===== src/rtl/softmax_argmax.sv =====
// Argmax over the ten single-precision softmax outputs: captures the vector,
// scans one element per clock and reports index, value and a NaN flag.
module softmax_argmax #(
   parameter int DATA_WIDTH = 32,
   parameter int INPUT_NUM  = 10
) (
   input  logic                            clk,
   input  logic                            rst_n,
   input  logic [DATA_WIDTH*INPUT_NUM-1:0] inputs,
   input  logic                            enable,
   output logic [3:0]                      class_idx,
   output logic [DATA_WIDTH-1:0]           max_value,
   output logic                            nan_flag,
   output logic                            ack
);

   typedef enum logic [1:0] {IDLE, SCAN, DONE} state_t;

   localparam logic [3:0]            LAST = 4'(INPUT_NUM - 1);
   localparam logic [DATA_WIDTH-1:0] QNAN = DATA_WIDTH'(32'h7FC0_0000);

   state_t                state_q;
   logic [3:0]            cnt_q;
   logic [DATA_WIDTH-1:0] cap_q [INPUT_NUM];
   logic [DATA_WIDTH-1:0] best_q;
   logic [3:0]            best_idx_q;
   logic                  empty_q;
   logic [3:0]            class_idx_q;
   logic [DATA_WIDTH-1:0] max_value_q;
   logic                  nan_q;
   logic                  ack_q;

   logic [DATA_WIDTH-1:0] elem_d;
   logic                  take_d;
   logic [DATA_WIDTH-1:0] best_d;
   logic [3:0]            best_idx_d;
   logic                  empty_d;

   function automatic logic is_nan(input logic [DATA_WIDTH-1:0] x);
      return (x[30:23] == 8'hFF) && (x[22:0] != 23'd0);
   endfunction

   // Sign-magnitude ordering; +0 and -0 compare equal so they never displace each other.
   function automatic logic gt(input logic [DATA_WIDTH-1:0] a, input logic [DATA_WIDTH-1:0] b);
      if ((a[30:0] == 31'd0) && (b[30:0] == 31'd0)) return 1'b0;
      if (a[31] != b[31]) return !a[31];
      if (!a[31]) return a[30:0] > b[30:0];
      return a[30:0] < b[30:0];
   endfunction

   always_comb begin
      elem_d     = cap_q[cnt_q];
      take_d     = !is_nan(elem_d) && (empty_q || gt(elem_d, best_q));
      best_d     = take_d ? elem_d : best_q;
      best_idx_d = take_d ? cnt_q : best_idx_q;
      empty_d    = empty_q && !take_d;
   end

   always_ff @(posedge clk or negedge rst_n) begin
      if (!rst_n) begin
         state_q     <= IDLE;
         cnt_q       <= 4'd0;
         for (int i = 0; i < INPUT_NUM; i++) cap_q[i] <= '0;
         best_q      <= '0;
         best_idx_q  <= 4'd0;
         empty_q     <= 1'b0;
         class_idx_q <= 4'd0;
         max_value_q <= '0;
         nan_q       <= 1'b0;
         ack_q       <= 1'b0;
      end else begin
         case (state_q)
            IDLE: begin
               ack_q <= 1'b0;
               if (enable) begin
                  for (int i = 0; i < INPUT_NUM; i++)
                     cap_q[i] <= inputs[i*DATA_WIDTH +: DATA_WIDTH];
                  best_q     <= inputs[DATA_WIDTH-1:0];
                  best_idx_q <= 4'd0;
                  empty_q    <= is_nan(inputs[DATA_WIDTH-1:0]);
                  nan_q      <= is_nan(inputs[DATA_WIDTH-1:0]);
                  cnt_q      <= 4'd1;
                  state_q    <= SCAN;
               end
            end
            SCAN: begin
               if (!enable) begin
                  ack_q   <= 1'b0;
                  state_q <= IDLE;
               end else begin
                  best_q     <= best_d;
                  best_idx_q <= best_idx_d;
                  empty_q    <= empty_d;
                  nan_q      <= nan_q | is_nan(elem_d);
                  cnt_q      <= cnt_q + 4'd1;
                  if (cnt_q == LAST) begin
                     class_idx_q <= best_idx_d;
                     max_value_q <= empty_d ? QNAN : best_d;
                     ack_q       <= 1'b1;
                     state_q     <= DONE;
                  end
               end
            end
            DONE: begin
               if (!enable) begin
                  ack_q   <= 1'b0;
                  state_q <= IDLE;
               end
            end
            default: state_q <= IDLE;
         endcase
      end
   end

   assign class_idx = class_idx_q;
   assign max_value = max_value_q;
   assign nan_flag  = nan_q;
   assign ack       = ack_q;

endmodule


===== config.mk =====
export PLATFORM = sky130hd
export DESIGN_NAME = softmax_argmax
export DESIGN_NICKNAME = d
export VERILOG_FILES = /design/src/rtl/softmax_argmax.sv
export SDC_FILE = /design/constraint.sdc
export NUM_CORES = 1
export LEC_CHECK = 0
export BUFFER_PORTS_ARGS = -buffer_cell sky130_fd_sc_hd__buf_2
export CAP_MARGIN = 20
export CORE_MARGIN = 1
export CORE_UTILIZATION = 33
export CTS_CLUSTER_SIZE = 28
export DETAILED_ROUTE_END_ITERATION = 8
export PLACE_DENSITY = 0.62
export SLEW_MARGIN = 20
export SYNTH_ARGS = -nofsm -noshare
export SYNTH_HDL_FRONTEND = slang
export SYNTH_SLANG_ARGS = --single-unit

===== constraint.sdc =====
create_clock -name clk -period 5.45 [get_ports clk]
set_clock_uncertainty 0.1 [all_clocks]
set_input_delay 0.545 -clock clk [delete_from_list [all_inputs] [get_ports clk]]
set_output_delay 0.545 -clock clk [all_outputs]
set_load 0.005 [all_outputs]

==> results.yml <==
sta:
  finalSetupViolCount: 0
  slew_violations: 0
  post-route-worst-setup-slack_ns: 0.336
  hold_viol_final: 0
  fin_tns_setup_ns: 0
  period_share_pct: 93.8
  worst_pin_slew_ns: 1.01
  layout_min_cycle_time_ns: 5.11
  rsz0062_at_grt: "no"
  max_freq_mhz: 196
  relSlewSlack_pct: 32.3
setup_path:
  worstSetupPathType: "register to register"
  cp.arrival_ns: 5.46
  slowest_delay_ns: 0.88
  crit_path_max_fanout: 36
  crit_chain: "buf_12, mux4_2, nor2_1, o32ai_1, ha_1, a21oi_1, o21ai_0, o31ai_1, a21oi_1, nand3b_1, a311oi_4, buf_4, mux2i_1, o21ai_1"
  crit_required_ns: 5.80
  end_kind: "register"
  cpMostUsedCell: "a21oi_1"
  critPathSlowestCell: "o32ai_1"
  cp-start-kind: "register"
global_routing:
  grt_usage_pct: 20.6
  grt_pass1_wl_um: 92100
  overflow: 0
  antenna_found_initial: 28
  grt_pass1_vias: 14400
  grt_max_degree: 104
cells_and_area:
  final_area_um2: 23400
  final_cell_mix: "398 x dfrtp_1, 359 x buf_2, 322 x mux2_2"
  layout-drive-gt1-share_pct: 47.0
  register_area_um2: 10000
  multi_input_area_um2: 8550
  final_cells: 2610
  mostFrequentLayoutCell: "dfrtp_1"
  nets: 2151
  n_fill_cell: 5581
  syn_to_final_growth_pct: 21.4
die:
  fp.dieW_um: 244
  io_pins: 361
  row_count: 88
  die_area_um2: 59400
  start_util_pct: 33.4
  core-area_um2: 57700
  die_h_um: 244
synthesis:
  async_flop_share_pct: 100
  synth_edf_count: 0
  syn_nets: 1813
  seq_area_frac_synth_pct: 52.1
  synthCells: 1457
  ys_types: 54
  netlist_area_um2: 19300
  ys.flop_type: "dfrtp_1"
  synth_area_per_cell_um2: 13.2
  ys_warn_count: 0
  synth-seq-cells: 401
hold_path:
  hp-class: "input port to register"
clocking:
  cts.sinks: 401
  htree_num_levels: 2
  clk_pin_slew_ns: 0.06
  cts_resized: 0
  ctsRootBufferMaster: "clkbuf_16"
  cts_tree: "built"
  clk_latency_ns: 0.57
  cts-buffers-inserted: 44
  cts_buffer_depth: 3
route:
  avgViaCountPerCell: 5.24
  drt_iter0_drc: 928
  antenna_left: 0
  wl_per_cell_um: 23.5
  vias: 13700
  dr.pass1.iters: 5
  post-route-drc-count: 0
  wirelength_um: 61400
run_status:
  outcome: "complete, no violations"
pwr:
  peakVddDrop_mv: 0.442
  power.density_nw_per_um2: 550
  power.total_uw: 12900
  p_leak_uw: 0.0105
flow_run:
  drv_cap: 0
placed_design:
  port_buffers: 360
  dp_slack_ns: 0.337
  place_area_um2: 21900
  dp.cells: 2513
  place.gp.congestion: 0.907
  hpwl_um: 45600
==> timing repair <==
| item | 4_1_cts | 5_1_grt |
|---|---|---|
| hold buffers | 1 | 0 |
| hold endpoints to repair | 94 | 0 |
| endpoints found under the setup margin | 0 | 0 |
| setup buffers | 0 | 0 |
==> synthesized netlist by cell type (4+ instances only) <==
cell type	instances	area, µm²
nand2_1	50	188
a211oi_1	11	82.6
nand4_1	17	106
mux4_2	56	1260
a31oi_1	10	62.6
a221oi_2	5	75.1
inv_1	41	154
clkbuf_1	63	236
buf_6	17	191
mux2i_1	78	781
mux2_2	322	3630
buf_4	6	45.0
dfrtp_1	401	10000
o211ai_1	4	30.0
o21ai_0	12	60.1
a31o_2	4	35.0
ha_1	33	413
a22oi_1	10	75.1
o22ai_1	10	62.6
nor3_1	9	45.0
nand2b_1	4	25.0
nor2_1	90	338
buf_2	15	75.1
o22a_1	38	333
nor2b_1	12	75.1
o32ai_1	6	52.6
a21o_1	6	45.0
o21ai_1	34	170
nor4_1	19	119
a21oi_1	41	205
==> final timing paths <==
kind                                     startpoint                       end  slack, ns  depth (start not counted)
hold / removal                          inputs[163]    cap_q[131]$_DFFE_PN0P_        0.1                          2
setup reg to reg               cnt_q[2]$_DFFE_PN0P_  max_value[7]$_DFFE_PN0P_       0.34                         14
hold reg to reg            class_idx[3]$_DFFE_PN0P_  class_idx[3]$_DFFE_PN0P_       0.36                          2
setup / recovery               cnt_q[2]$_DFFE_PN0P_  max_value[7]$_DFFE_PN0P_       0.34                         14
min in group asynchronous                     rst_n     cap_q[78]$_DFFE_PN0P_       0.50                          2
max in group asynchronous                     rst_n    cap_q[125]$_DFFE_PN0P_       3.42                          3
==> area by class of cell <==
class	instances	area share, %
sequential	401	42.9
multi-input combinational	911	36.6
timing repair buffer	394	9.33
clock buffer	68	5.52
tap	765	4.09
clock inverter	12	0.727
inverter	43	0.690
antenna	16	0.171
==> power breakdown <==
| group | total, µW | leakage [µW] | internal, µW | switching (µW) |
|---|---|---|---|---|
| Clock | 3050 | 0.000715 | 1820 | 1230 |
| Combinational | 5290 | 0.00508 | 2400 | 2890 |
| Sequential | 4520 | 0.00471 | 3860 | 656 |
| Total | 12900 | 0.0105 | 8080 | 4780 |
==> routing by layer <==
layer / wire length [µm] / vias to the layer above / global-route usage [%]
met4: 1490 / 26 / 6.05
li1: - / 6072 / -
met2: 27500 / 470 / 31.1
met3: 4700 / 108 / 6.35
met1: 27600 / 6989 / 28.2
met5: 152 / - / 0
==> worst max-delay path: cells and delay by family (launching register included) <==
| kind | cells | cell delay [ns] |
|---|---|---|
| buffers and inverters | 2 | 0.84 |
| DFF | 1 | 0.78 |
| AOI/OAI and AO/OA | 7 | 2.01 |
| muxes | 2 | 0.51 |
| adders and majority gates | 1 | 0.40 |
| and+or+nand+nor | 2 | 0.27 |
==> metrics by stage <==
stage | hold WS [ns] | utilization, %
after floorplan | 0.149 | -
after global placement | 0.351 | 37.9
after detailed placement | 0.352 | 37.9
after CTS | 0.0676 | 40.5
after global routing | 0.0750 | 40.5
final | 0.0984 | 40.6
==> kinds of logic (layout without fill, tap and decap cells) <==
family / after synthesis / in the layout / synth area share (%)
AOI/OAI and AO/OA: 205 / 205 / 7.41
xor gates and xnor gates: 1 / 1 / 0.0454
adders and majority gates: 34 / 34 / 2.19
buffers and inverters: 145 / 517 / 3.70
DFF: 401 / 401 / 52.1
muxes: 456 / 456 / 29.4
other: 0 / 16 / 0
and+or+nand+nor: 215 / 215 / 5.19
==> sequential cells by signal (all words and copies together) (netlist names) <==
name        count
state_q         2
cnt_q           4
empty_q         1
class_idx       4
best_q         32
ack             1
best_idx_q      4
max_value      32
nan_flag        1
cap_q         320
Note: power is estimated with default switching activity, not from simulation.
